[src/rtl/stream_demux_pkg.sv]
// Shared types and constants for the stream demultiplexer.
// Optional drop counter is enabled by defining STREAM_DEMUX_DROP_CNT_EN.
package stream_demux_pkg;

    typedef enum logic {
        SLOT_EMPTY = 1'b0,
        SLOT_FULL  = 1'b1
    } slot_state_t;

    localparam int DROP_CNT_W     = 16;
    localparam int DEFAULT_DATA_W = 8;
    localparam int DEFAULT_NUM_CH = 8;

endpackage

[src/rtl/stream_demux_slot.sv]
// One-entry output buffer for a single demux channel.
// valid_out is the slot state; free_out says a load may be taken this cycle.
module stream_demux_slot
    import stream_demux_pkg::*;
#(
    parameter int DATA_W = DEFAULT_DATA_W
) (
    input  logic              clk,
    input  logic              rst,
    input  logic              load,
    input  logic [DATA_W-1:0] data_in,
    input  logic              ready_in,
    output logic              valid_out,
    output logic [DATA_W-1:0] data_out,
    output logic              free_out
);

    slot_state_t       state;
    logic [DATA_W-1:0] data_q;
    logic              load_ok;

    assign free_out  = (state == SLOT_EMPTY) || ready_in;
    // A stalled full slot must never be overwritten, whatever the caller asks.
    assign load_ok   = load && free_out;
    assign valid_out = (state == SLOT_FULL);
    assign data_out  = data_q;

    always_ff @(posedge clk or posedge rst) begin
        if (rst) begin
            state  <= SLOT_EMPTY;
            data_q <= '0;
        end else if (load_ok) begin
            state  <= SLOT_FULL;
            data_q <= data_in;
        end else if (ready_in) begin
            state  <= SLOT_EMPTY;
        end
    end

endmodule

[src/rtl/stream_demux.sv]
// Routes a valid/ready stream to one of NUM_CH channels or broadcasts to all.
// Define STREAM_DEMUX_DROP_CNT_EN to count discarded out-of-range beats.
module stream_demux
    import stream_demux_pkg::*;
#(
    parameter  int DATA_W = DEFAULT_DATA_W,
    parameter  int NUM_CH = DEFAULT_NUM_CH,
    localparam int SEL_W  = $clog2(NUM_CH)
) (
    input  logic                     clk,
    input  logic                     rst,
    input  logic                     in_valid,
    output logic                     in_ready,
    input  logic [DATA_W-1:0]        in_data,
    input  logic [SEL_W-1:0]         in_sel,
    input  logic                     in_bcast,
    output logic [NUM_CH-1:0]        out_valid,
    input  logic [NUM_CH-1:0]        out_ready,
    output logic [NUM_CH*DATA_W-1:0] out_data,
    output logic [DROP_CNT_W-1:0]    drop_cnt
);

    // Handshake: a beat transfers on a rising edge where valid && ready;
    // ready never looks at valid, and valid never waits on ready.

    logic [NUM_CH-1:0] free;
    logic [NUM_CH-1:0] load;
    logic              sel_free;
    logic              accept;

    // Out-of-range selects fall through to the default of 1 and are discarded.
    always_comb begin
        sel_free = 1'b1;
        for (int k = 0; k < NUM_CH; k++) begin
            if (in_sel == SEL_W'(k)) sel_free = free[k];
        end
    end

    assign in_ready = in_bcast ? (&free) : sel_free;
    assign accept   = in_valid && in_ready;

    for (genvar k = 0; k < NUM_CH; k++) begin : g_ch
        assign load[k] = accept && (in_bcast || (in_sel == SEL_W'(k)));

        stream_demux_slot #(.DATA_W(DATA_W)) u_slot (
            .clk      (clk),
            .rst      (rst),
            .load     (load[k]),
            .data_in  (in_data),
            .ready_in (out_ready[k]),
            .valid_out(out_valid[k]),
            .data_out (out_data[k*DATA_W +: DATA_W]),
            .free_out (free[k])
        );
    end

`ifdef STREAM_DEMUX_DROP_CNT_EN
    logic                  in_range;
    logic                  drop;
    logic [DROP_CNT_W-1:0] drop_q;

    always_comb begin
        in_range = 1'b0;
        for (int k = 0; k < NUM_CH; k++) begin
            if (in_sel == SEL_W'(k)) in_range = 1'b1;
        end
    end

    assign drop = in_valid && !in_bcast && !in_range;

    always_ff @(posedge clk or posedge rst) begin
        if (rst) begin
            drop_q <= '0;
        end else if (drop && (drop_q != '1)) begin
            drop_q <= drop_q + 1'b1;
        end
    end

    assign drop_cnt = drop_q;
`else
    assign drop_cnt = '0;
`endif

endmodule

[config.mk]
export PLATFORM = sky130hd
export DESIGN_NAME = stream_demux
export DESIGN_NICKNAME = d
export VERILOG_FILES = /design/src/rtl/stream_demux_pkg.sv /design/src/rtl/stream_demux_slot.sv /design/src/rtl/stream_demux.sv
export SDC_FILE = /design/constraint.sdc
export NUM_CORES = 1
export LEC_CHECK = 0
export BUFFER_PORTS_ARGS = -buffer_cell sky130_fd_sc_hd__buf_2
export CORE_MARGIN = 1.5
export CORE_UTILIZATION = 51
export DETAILED_ROUTE_END_ITERATION = 8
export PLACE_DENSITY = 0.84
export SYNTH_ARGS = -nofsm -noshare
export SYNTH_HDL_FRONTEND = slang
export SYNTH_HIERARCHICAL = 1
export SYNTH_SLANG_ARGS = --single-unit
[constraint.sdc]
create_clock -name clk -period 2.6 [get_ports clk]
set_input_delay 0.26 -clock clk [delete_from_list [all_inputs] [get_ports clk]]
set_output_delay 0.26 -clock clk [all_outputs]
set_load 0.01 [all_outputs]
==> reports/results.env, run 1 <==
MAX_CAP_VIOL_COUNT=0
POST_SYNTH_INST_COUNT=229
YS_ASYNC_SR_FRACTION=1.00
PERIOD_MINUS_SLACK_NS=2.15
CORE-AREA_UM2=6720
MAX_CLOCK_FREQ_GHz=0.464
CELL_WITH_THE_MOST_INSTANCES_AFTER_SYNTHESIS='dfrtp_1'
FINALWEIGHTEDCONGESTION=0.916
FINAL.SETUP.TNS_NS=0
WORST_SLEW_PIN_SLEW_NS=0.514
NNETSFINAL=356
START_POINT_OF_THE_CRITICAL_PATH='g_ch[2].u_slot/valid_out$_DFFE_PP0P_'
WORSTPATHCELLLIST='nand2b_4, mux2i_1, a22oi_1, a22oi_4, a21oi_1, nand2_8, mux2_4'
FIN_TOTAL_PWR_W=0.00526
GRT_PASS1_VIAS=2134
DIEAREA_UM2=7380
ANTENNA_FOUND_INITIAL=0
ROW_COUNT=30
WORST-SETUP-PATH-TYPE='flip-flop to flip-flop'
GLOBAL_ROUTE_WIRE_LENGTH_BEFORE_REPAIR_MM=11.6
HOLD_PATH.CLASS='primary input to flip-flop'
CTS.SINKS=72
SYNTH_CELL_TYPE_COUNT=22
CELL_AREA_AFTER_TECHNOLOGY_MAPPING_UM2=3500
PLACE.PORT_BUFFERS=95
HOLD_SLACK_NS=0.257
R2R_START='g_ch[2].u_slot/valid_out$_DFFE_PP0P_'
PIN_COUNT=112
SYNTH.TOP_CELLS.BY_COUNT='dfrtp_1, mux2_4, buf_4'
DRC=0
SYNTH.LARGEST_AREA_CELL='dfrtp_1'
GRT-BUSIEST-LAYER='met2'
DP_WORST_SETUP_SLACK_NS=0.487
ANTENNA_CELLS_INSERTED=0
DIE_W_UM=85.9
SETUP.WORST_PATH.START_CLASS='flip-flop'
DR_TOTAL_VIAS=2118
DRT-VIAS-PER-INSTANCE=5.08
SHARE_OF_LAYOUT_CELLS_ABOVE_DRIVE_STRENGTH_1=0.570
WORSTSETUPENDPOINTTYPE='flip-flop'
NUMBER_OF_SYNTHESIZED_FLOPS_WITH_AN_ENABLE_PIN=0
CTS.HTREE.LEVELS=3
CRIT_PATH_MAX_DELAY_CELL_TYPE='a21oi_1'
YS.FLOP_TYPE='dfrtp_1'
CTS_MADE_BUFFERS=9
SYNTH-WARNING-COUNT=6
WORST-PATH-MAX-FANOUT=8
TIMING.FINAL.CRIT_SHARE=0.828
LEAKAGE_nW=2.30
CLK-INSERTION-DELAY-LATE_NS=0.33
CLOCKROOTBUFFER='clkbuf_8'
SYN_AVG_CELL_AREA_UM2=15.3
SETUP_VIOL=0
GRT.MET3_USAGE=0.0472
DRV_SLEW=0
TIMING.CRITICAL_PATH.REQUIRED_NS=2.82
POSTSYNTHREGISTERBITS=72
CTS.PATH.MAX_BUFFERS=2
FINAL-HOLD-VIOLATION-COUNT=0
CTS_TREE='done'
ROUTE.DETAILED.WL_PER_INST_UM=17.5
RELSLEWSLACK=0.657
GRT.MET2_USAGE=0.327
SETUP_SLACK_NS=0.447
DP_HPWL_MM=5.26
WORSTHOLDSTART='out_ready[0]'
FP.DIEH_UM=85.9
GR-USAGE-ALL-LAYERS=0.210
PEAKVDDDROP_V=0.000670
PLACE_AREA_UM2=4000
GLOBALROUTEMET1UTIL=0.290
CRITICAL_PATH_ARRIVAL_NS=2.37
UNREPAIRED_SETUP_ENDPOINTS_AFTER_GLOBAL_ROUTING='false'
FINALINSTANCEAREA_UM2=4250
MAIN_AREA_CONTRIBUTORS_AFTER_SYNTHESIS='dfrtp_1, mux2_4, nand2_8'
SYNTH.YOSYS.SEQ_AREA_SHARE=0.514
GRT.OVERFLOW.TOTAL=0
ANTENNA_VIOLATING_NETS_POST_ROUTE=0
GRT_MAX_DEGREE=13
FINALCLOCKSKEW_NS=0.00845
LAYOUT-AREA-OVERHEAD-VS-SYNTH_PCT=21.2
FLOORPLAN.INITIALDENSITY=0.522
CLK_PIN_SLEW_NS=0.07
CRITICAL_PATH.MAX_STAGE_DELAY_NS=0.44
WIRELENGTH_MM=7.29
DRT-PASS1-ITER-COUNT=4
POWERDENSITY_nW_PER_UM2=1240
DRT_ITER0_MARKERS=170
TOP_CELL_TYPE_S_SHARE_OF_SYNTHESIZED_AREA=0.514
STATUS='finished, final reports clean'
[kinds of logic after synthesis]
family,share of synthesized area
DFF,0.514
buffers and inverters,0.0475
muxes,0.284
AOI/OAI and AO/OA,0.0278
and+or+nand+nor,0.125
other,0.00107
[layout by cell type (no fill, tap or decap), drive strengths merged]
cell         Yosys  final
mux2i            2      2
a31oi            1      1
buf             18     95
nand3            3      3
mux2            65     65
nor2b            5      5
a21o             1      1
conb             1     16
a41o             1      1
inv              9      9
nor2             5      5
bufinv           0      3
clkinv           0      3
a21oi            9      9
nand3b           2      2
nand2b          16     16
dfrtp           72     72
clkbuf           0      9
a22oi            2      2
dlygate4sd3      0      1
nand4            2      2
nand2           15     15
[path summary, 6_finish.rpt]
kind / end / slack (ns) / cells after the start
min reg2reg: g_ch[2].u_slot/data_out[0]$_DFFE_PP0P_ / 0.51 / 1
max in group asynchronous: g_ch[5].u_slot/valid_out$_DFFE_PP0P_ / 1.81 / 3
min in group asynchronous: g_ch[3].u_slot/data_out[6]$_DFFE_PP0P_ / 0.52 / 3
min: g_ch[0].u_slot/valid_out$_DFFE_PP0P_ / 0.26 / 3
max: g_ch[2].u_slot/data_out[5]$_DFFE_PP0P_ / 0.45 / 7
max reg2reg: g_ch[2].u_slot/data_out[5]$_DFFE_PP0P_ / 0.45 / 7
[critical path: cells and delay by family (launching register included)]
family           cells  cell delay, ns
AO/OA/AOI/OAI        3            0.90
multiplexers         2            0.43
flip-flops           1            0.42
AND/OR/NAND/NOR      2            0.29
[sequential cells by signal, indices dropped and copies added, names as in the netlist]
name,count
g_ch.u_slot/data_out,64
g_ch.u_slot/valid_out,8
[power by group]
| part | switching (W) | internal (W) | total, W |
|---|---|---|---|
| logic | 0.000957 | 0.00125 | 0.00221 |
| clock network | 0.000396 | 0.000630 | 0.00103 |
| registers | 0.000347 | 0.00167 | 0.00202 |
[final cells by class]
cell class | count | area (µm²)
Fill cell | 524 | 2470
Tap cell | 80 | 100
Sequential cell | 72 | 1800
Multi-Input combinational cell | 145 | 1590
Clock inverter | 6 | 109
Inverter | 9 | 33.8
Timing Repair Buffer | 96 | 485
Clock buffer | 9 | 124
[per-layer routing]
metal	share of wire	wire length [µm]	vias to the layer above
met2	0.48	3480	90
met4	0.0096	70	0
met1	0.46	3380	1062
li1	-	-	958
met3	0.049	358	8
met5	0	0	-
[per-stage QoR]
stage          utilization  cells
5_1_grt              0.632    417
3_3_place_gp         0.596    401
4_1_cts              0.632    417
3_5_place_dp         0.596    401
2_1_floorplan            -    244
6_report             0.632    417
[what timing repair did]
action                                  CTS  global route
resized for setup                         0             0
buffers inserted                          0             0
endpoints found under the setup margin    0             0
endpoints found under the hold margin    72             0
hold buffers                              1             0
No activity file was read; power rests on OpenSTA's default activity.
==> run 2: changes to the inputs <==
Clock period 2.6 ns to 2.1 ns, I/O delays scaled along.
==> reports/results.env, run 2 (synthesis gave the netlist of run 1 again) <==
WORST-R2R-SETUP-SLACK_NS=-0.04  # was 0.45 ns
ROUTE.MET2.WL_MM=3.71  # was 3.48 mm
DRC=0  # unchanged
WORSTHOLDSTART='out_ready[4]'  # was out_ready[0]
CTS_TREE='done'  # unchanged
ROUTE.DETAILED.WL_PER_INST_UM=18.2  # was 17.5 µm
GRT_PASS1_VIAS=2269  # was 2134
MOST_FREQUENT_CELLS_IN_THE_LAYOUT='buf_2, dfrtp_1, mux2_4'  # unchanged
CTS_MADE_BUFFERS=9  # unchanged
WIRE_LENGTH_ON_MET3_UM=525  # was 358 µm
HOLD_DEPTH=3  # unchanged
FINAL_CELLS=424  # was 417
POST_CTS.REPAIR.SETUP_BUFFERS=0  # unchanged
CRITICAL_PATH_ARRIVAL_NS=2.36  # was 2.37 ns
CRIT_PATH_MAX_DELAY_CELL_TYPE='a21oi_1'  # unchanged
NNETSFINAL=362  # was 356
SHARE_OF_LAYOUT_CELLS_ABOVE_DRIVE_STRENGTH_1=0.587  # was 0.570
FF_LATCH_AREA_UM2=1800  # unchanged
FINAL-HOLD-VIOLATION-COUNT=0  # unchanged
PIN_COUNT=112  # unchanged
CLOCKROOTBUFFER='clkbuf_8'  # unchanged
SETUP_SLACK_NS=-0.0361  # was 0.447 ns
PERIOD_MINUS_SLACK_NS=2.14  # was 2.15 ns
CLK_PIN_SLEW_NS=0.08  # was 0.07 ns
PLACE.PORT_BUFFERS=95  # unchanged
DRT-PASS1-ITER-COUNT=6  # was 4
WORST-SETUP-PATH-TYPE='flip-flop to flip-flop'  # unchanged
CTS.SINKS=72  # unchanged
FLOORPLAN.INITIALDENSITY=0.522  # unchanged
LARGEST_REG_FLOPS=64  # unchanged
WORSTSETUPENDPOINTTYPE='flip-flop'  # unchanged
POWERDENSITY_nW_PER_UM2=1540  # was 1240 nW/µm²
MAX_CAP_VIOL_COUNT=0  # unchanged
DIE_W_UM=85.9  # unchanged
RR_WORST_DEPTH=7  # unchanged
CTS.PATH.MAX_BUFFERS=2  # unchanged
FP.DIEH_UM=85.9  # unchanged
DP_HPWL_MM=5.46  # was 5.26 mm
DIEAREA_UM2=7380  # unchanged
CTS.HTREE.LEVELS=3  # unchanged
CLK-INSERTION-DELAY-LATE_NS=0.33  # about the same
VIOLATIONS='setup timing'
HOLD_PATH.CLASS='primary input to flip-flop'  # unchanged
MAX_CLOCK_FREQ_GHz=0.468  # was 0.464 GHz
CORE-AREA_UM2=6720  # unchanged
MULTI_INPUT_AREA_UM2=1600  # was 1590 µm²
HOLD_SLACK_NS=0.206  # was 0.257 ns
GR-USAGE-ALL-LAYERS=0.224  # was 0.210
WORST-PATH-MAX-FANOUT=8  # unchanged
SETUP.WORST_PATH.START_CLASS='flip-flop'  # unchanged
PLACE.DETAILED.INSTANCES=407  # was 401
WL_MET1_MM=3.39  # was 3.38 mm
GRT.OVERFLOW.TOTAL=0  # unchanged
UNREPAIRED_SETUP_ENDPOINTS_AFTER_GLOBAL_ROUTING='true'  # was false
FINALINSTANCEAREA_UM2=4320  # was 4250 µm²
WORSTHOLDENDPOINT='g_ch[4].u_slot/valid_out$_DFFE_PP0P_'  # was g_ch[0].u_slot/valid_out$_DFFE_PP0P_
ROW_COUNT=30  # unchanged
R2R_START='g_ch[1].u_slot/valid_out$_DFFE_PP0P_'  # was g_ch[2].u_slot/valid_out$_DFFE_PP0P_
ANTENNA_CELLS_INSERTED=0  # unchanged
FINALWEIGHTEDCONGESTION=0.897  # was 0.916
ANTENNA_VIOLATING_NETS_POST_ROUTE=0  # unchanged
FINAL.FILL_COUNT=491  # was 524
DR_TOTAL_VIAS=2169  # was 2118
GRT_MAX_DEGREE=13  # unchanged
CRITICAL_PATH.MAX_STAGE_DELAY_NS=0.48  # was 0.44 ns
GLOBAL_ROUTE_WIRE_LENGTH_BEFORE_REPAIR_MM=12.3  # was 11.6 mm
MOST_COMMON_LIBRARY_CELL_IN_THE_LAYOUT_IGNORING_FILL_AND_TAPS='buf_2'  # unchanged
POSTLAYOUTCOREUTIL=0.644  # was 0.632
PEAKVDDDROP_V=0.000772  # was 0.000670 V
TIMING.CRITICAL_PATH.REQUIRED_NS=2.32  # was 2.82 ns
DRT_ITER0_MARKERS=175  # was 170
STATUS='finished with violations'  # was finished, final reports clean
LAYOUT-AREA-OVERHEAD-VS-SYNTH_PCT=23.4  # was 21.2%
LEAKAGE_nW=2.33  # was 2.30 nW
DRT-VIAS-PER-INSTANCE=5.12  # was 5.08
REG2REG_TO='g_ch[2].u_slot/data_out[5]$_DFFE_PP0P_'  # unchanged
SETUP_VIOL=33  # was 0
WIRELENGTH_MM=7.73  # was 7.29 mm
ANTENNA_FOUND_INITIAL=0  # unchanged
HIGHEST-SIGNAL-LAYER='met4'  # unchanged
DRV_SLEW=0  # unchanged
FINALCLOCKSKEW_NS=0.00675  # was 0.00845 ns
PLACE_AREA_UM2=4050  # was 4000 µm²
TIMING.FINAL.CRIT_SHARE=1.02  # was 0.828
WORSTPATHCELLLIST='nand2b_4, nand4_1, nor2_1, nand2_1, a21oi_1, nand2_8, mux2_4'  # was nand2b_4, mux2i_1, a22oi_1, a22oi_4, a21oi_1, nand2_8, mux2_4
## run 2: how the worst max path moves through the flow
stage	from	endpoint	slack [ns]	cells past startpoint
6_report	g_ch[1].u_slot/valid_out$_DFFE_PP0P_	g_ch[2].u_slot/data_out[5]$_DFFE_PP0P_	-0.04	7
5_1_grt	g_ch[4].u_slot/valid_out$_DFFE_PP0P_	g_ch[4].u_slot/data_out[5]$_DFFE_PP0P_	-0.09	7
4_1_cts	g_ch[4].u_slot/valid_out$_DFFE_PP0P_	g_ch[2].u_slot/data_out[5]$_DFFE_PP0P_	0.01	7
3_5_place_dp	g_ch[0].u_slot/valid_out$_DFFE_PP0P_	g_ch[3].u_slot/data_out[2]$_DFFE_PP0P_	-0.06	7
3_3_place_gp	g_ch[5].u_slot/valid_out$_DFFE_PP0P_	g_ch[3].u_slot/data_out[5]$_DFFE_PP0P_	-0.002	7
2_1_floorplan	g_ch[2].u_slot/valid_out$_DFFE_PP0P_	g_ch[0].u_slot/data_out[0]$_DFFE_PP0P_	0.14	7
## run 2: stage by stage
stage	setup slack, ns	TNS, ns	total power, W
after detailed placement	-0.0558	-0.424	0.00530
after global routing	-0.0947	-3.22	0.00704
after floorplan	0.141	0	0.00431
after global placement	-0.00209	-0.00301	0.00521
after CTS	0.0127	0	0.00671
final	-0.0361	-0.425	0.00666
## run 2: cell type report
class / instances / area share
flip-flops and latches: 72 / 0.417
repair buffers: 102 / 0.123
inverters: 9 / 0.00781
clock inverters: 5 / 0.0237
clock buffers: 11 / 0.0350
well taps: 80 / 0.0231
multi-input cells: 145 / 0.371
## run 2: worst max-delay path, delay by kind of cell, from the launching register on
kind	cells	cell delay, ns
AO/OA/AOI/OAI	1	0.48
multiplexers	1	0.33
AND/OR/NAND/NOR	5	0.78
flip-flops	1	0.42
## run 2: power breakdown
group / leakage, nW / internal (W) / switching, W
clock network: 0.126 / 0.000852 / 0.000502
registers: 0.863 / 0.00207 / 0.000440
logic: 1.35 / 0.00158 / 0.00121
## run 2: metal layers
metal	up-vias	global-route usage
met5	-	0
met4	0	0.0587
met3	10	0.0741
met2	110	0.361
met1	1069	0.292
li1	980	-
## run 2: what timing repair did
action	in CTS	in global routing
resized for setup	1	2
setup endpoints to repair	8	56
hold buffers	1	0
cloned	0	0
pin swaps	0	0
endpoints found under the hold margin	72	0
==> run 3: changes to the inputs <==
Settings changed: CORE_UTILIZATION 51 to 55, PLACE_DENSITY 0.84 to 0.89, RECOVER_POWER from default to 50.
Clock period 2.1 ns to 2.5 ns, I/O delays scaled along.
==> reports/results.env, run 3 (synthesis gave the netlist of run 1 again) <==
WORSTHOLDENDPOINT='g_ch[6].u_slot/valid_out$_DFFE_PP0P_'  # was g_ch[4].u_slot/valid_out$_DFFE_PP0P_
FINAL.SETUP.TNS_NS=0  # was -0.425 ns
MAX_CLOCK_FREQ_GHz=0.455  # was 0.468 GHz
PIN_COUNT=112  # unchanged
CTS_MADE_BUFFERS=9  # unchanged
CRITICAL_PATH_ARRIVAL_NS=2.42  # was 2.36 ns
LAYOUT-AREA-OVERHEAD-VS-SYNTH_PCT=19.8  # was 23.4%
TIMING.FINAL.CRIT_SHARE=0.879  # was 1.02
CTS.HTREE.LEVELS=3  # unchanged
POWERDENSITY_nW_PER_UM2=1280  # was 1540 nW/µm²
UNREPAIRED_SETUP_ENDPOINTS_AFTER_GLOBAL_ROUTING='false'  # was true
FINALINSTANCEAREA_UM2=4200  # was 4320 µm²
PWR-SHARE-SEQ=0.394  # was 0.377
ANTENNA_FOUND_INITIAL=0  # unchanged
DRT-VIAS-PER-INSTANCE=5.12  # about the same
WORSTPATHCELLLIST='nand2b_4, nand3b_1, a31oi_1, a22oi_4, a21oi_1, nand2_8, mux2_4'  # was nand2b_4, nand4_1, nor2_1, nand2_1, a21oi_1, nand2_8, mux2_4
WORST-SETUP-PATH-TYPE='flip-flop to flip-flop'  # unchanged
DIEAREA_UM2=6860  # was 7380 µm²
GR-USAGE-ALL-LAYERS=0.239  # was 0.224
SWITCHING_FRACTION=0.332  # was 0.323
PLACE_AREA_UM2=4000  # was 4050 µm²
DP_WORST_SETUP_SLACK_NS=0.334  # was -0.0558 ns
LARGEST_REG_FLOPS=64  # unchanged
DR_TOTAL_VIAS=2116  # was 2169
COMBINATIONALPOWERSHARE=0.413  # was 0.420
GRT_MAX_DEGREE=12  # was 13
MAX_CAP_VIOL_COUNT=0  # unchanged
RELSLEWSLACK=0.647
CLOCKROOTBUFFER='clkbuf_8'  # unchanged
WORST-PATH-MAX-FANOUT=8  # unchanged
FF_LATCH_AREA_UM2=1800  # unchanged
ROW_COUNT=28  # was 30
CRITICAL_PATH.MAX_STAGE_DELAY_NS=0.46  # was 0.48 ns
CORE-AREA_UM2=6030  # was 6720 µm²
PEAKVDDDROP_V=0.000659  # was 0.000772 V
STATUS='finished, final reports clean'  # was finished with violations
GRT_PASS1_VIAS=2309  # was 2269
FP.DIEH_UM=82.8  # was 85.9 µm
NNETSFINAL=356  # was 362
CTS.SINKS=72  # unchanged
SWITCHINGPOWER_W=0.00178  # was 0.00215 W
HOLD_PATH.CLASS='primary input to flip-flop'  # unchanged
ROUTE.DETAILED.WL_PER_INST_UM=18.2  # about the same
PERIOD_MINUS_SLACK_NS=2.20  # was 2.14 ns
REG2REG_TO='g_ch[4].u_slot/data_out[4]$_DFFE_PP0P_'  # was g_ch[2].u_slot/data_out[5]$_DFFE_PP0P_
ANTENNA_CELLS_INSERTED=0  # unchanged
CTS.PATH.MAX_BUFFERS=2  # unchanged
MULTI_INPUT_AREA_UM2=1590  # was 1600 µm²
R2R_START='g_ch[5].u_slot/valid_out$_DFFE_PP0P_'  # was g_ch[1].u_slot/valid_out$_DFFE_PP0P_
DP_HPWL_MM=5.38  # was 5.46 mm
HOLD_DEPTH=3  # unchanged
DRV_SLEW=0  # unchanged
PLACE.PORT_BUFFERS=95  # unchanged
WORSTHOLDSTART='out_ready[6]'  # was out_ready[4]
LEAKAGE_nW=2.20  # was 2.33 nW
DRT-PASS1-ITER-COUNT=4  # was 6
SHARE_OF_LAYOUT_CELLS_ABOVE_DRIVE_STRENGTH_1=0.462  # was 0.587
WORSTSETUPENDPOINTTYPE='flip-flop'  # unchanged
DIE_W_UM=82.8  # was 85.9 µm
INTERNAL_POWER_W=0.00359  # was 0.00451 W
MOST_FREQUENT_CELLS_IN_THE_LAYOUT='dfrtp_1, mux2_4, buf_2'  # was buf_2, dfrtp_1, mux2_4
CRIT_PATH_MAX_DELAY_CELL_TYPE='a21oi_1'  # unchanged
WIRELENGTH_MM=7.51  # was 7.73 mm
CLK_PIN_SLEW_NS=0.07  # was 0.08 ns
MOST_COMMON_LIBRARY_CELL_IN_THE_LAYOUT_IGNORING_FILL_AND_TAPS='dfrtp_1'  # was buf_2
SETUP_SLACK_NS=0.303  # was -0.0361 ns
GRT.OVERFLOW.TOTAL=0  # unchanged
RR_WORST_DEPTH=7  # unchanged
WORST-R2R-SETUP-SLACK_NS=0.30  # was -0.04 ns
SETUP.WORST_PATH.START_CLASS='flip-flop'  # unchanged
FINALCLOCKSKEW_NS=0.00987  # was 0.00675 ns
WORST_SLEW_PIN_SLEW_NS=0.530
POWER.SHARE.CLOCK=0.193  # was 0.203
ANTENNA_VIOLATING_NETS_POST_ROUTE=0  # unchanged
FINALWEIGHTEDCONGESTION=0.846  # was 0.897
DRC=0  # unchanged
SETUP_VIOL=0  # was 33
FLOORPLAN.INITIALDENSITY=0.582  # was 0.522
POST_CTS.REPAIR.SETUP_BUFFERS=0  # unchanged
FINAL-HOLD-VIOLATION-COUNT=0  # unchanged
TIMING.CRITICAL_PATH.REQUIRED_NS=2.73  # was 2.32 ns
GLOBAL_ROUTE_WIRE_LENGTH_BEFORE_REPAIR_MM=12.5  # was 12.3 mm
FINAL.FILL_COUNT=479  # was 491
CLK-INSERTION-DELAY-LATE_NS=0.35  # was 0.33 ns
DRT_ITER0_MARKERS=59  # was 175
CTS_TREE='done'  # unchanged
run 3: area by class of cell:
type,count,share of cell area
clock inverters,1,0.00715
repair buffers,96,0.105
multi-input cells,145,0.379
inverters,9,0.00805
well taps,75,0.0224
clock buffers,15,0.0492
flip-flops and latches,72,0.429
run 3: through the flow:
stage	power (W)	std cells	util	hold WS (ns)
after floorplan	0.00362	244	-	0.0779
after global placement	0.00434	396	0.663	0.301
after detailed placement	0.00442	396	0.663	0.316
after CTS	0.00549	413	0.704	0.223
after global routing	0.00570	413	0.697	0.239
final	0.00538	413	0.697	0.237
run 3: metal layers:
| metal | GRT usage | wire [µm] | vias up |
|---|---|---|---|
| met2 | 0.392 | 3640 | 85 |
| met1 | 0.313 | 3340 | 1061 |
| met3 | 0.0636 | 438 | 9 |
| met4 | 0.0712 | 98 | 0 |
| met5 | 0 | 0 | - |
| li1 | - | - | 961 |
run 3: repair_timing:
item                                   in CTS  in global routing
hold buffers                                1                  0
resized for setup                           0                  0
endpoints found under the hold margin      72                  0
run 3: how the worst max path moves through the flow:
| stage | start | end | slack [ns] | depth (start not counted) |
|---|---|---|---|---|
| after floorplan | g_ch[2].u_slot/valid_out$_DFFE_PP0P_ | g_ch[0].u_slot/data_out[0]$_DFFE_PP0P_ | 0.54 | 7 |
| after global placement | g_ch[2].u_slot/valid_out$_DFFE_PP0P_ | g_ch[4].u_slot/data_out[6]$_DFFE_PP0P_ | 0.44 | 7 |
| after detailed placement | g_ch[0].u_slot/valid_out$_DFFE_PP0P_ | g_ch[4].u_slot/data_out[0]$_DFFE_PP0P_ | 0.33 | 7 |
| after CTS | g_ch[5].u_slot/valid_out$_DFFE_PP0P_ | g_ch[4].u_slot/data_out[4]$_DFFE_PP0P_ | 0.33 | 7 |
| after global routing | g_ch[5].u_slot/valid_out$_DFFE_PP0P_ | g_ch[4].u_slot/data_out[3]$_DFFE_PP0P_ | 0.15 | 7 |
| final | g_ch[5].u_slot/valid_out$_DFFE_PP0P_ | g_ch[4].u_slot/data_out[4]$_DFFE_PP0P_ | 0.30 | 7 |
run 3: power groups by stage:
stage                     registers [W]  clock network, W  logic, W
after floorplan                 0.00235                 0   0.00127
after global placement          0.00209                 0   0.00225
after detailed placement        0.00211                 0   0.00232
after CTS                       0.00211           0.00107   0.00232
after global routing            0.00220           0.00112   0.00238
final                           0.00212           0.00104   0.00222
run 3: worst max-delay path, delay by kind of cell, from the launching register on:
family	cells	cell delay (ns)
AO/OA/AOI/OAI	3	0.93
flip-flops	1	0.42
multiplexers	1	0.33
AND/OR/NAND/NOR	3	0.41
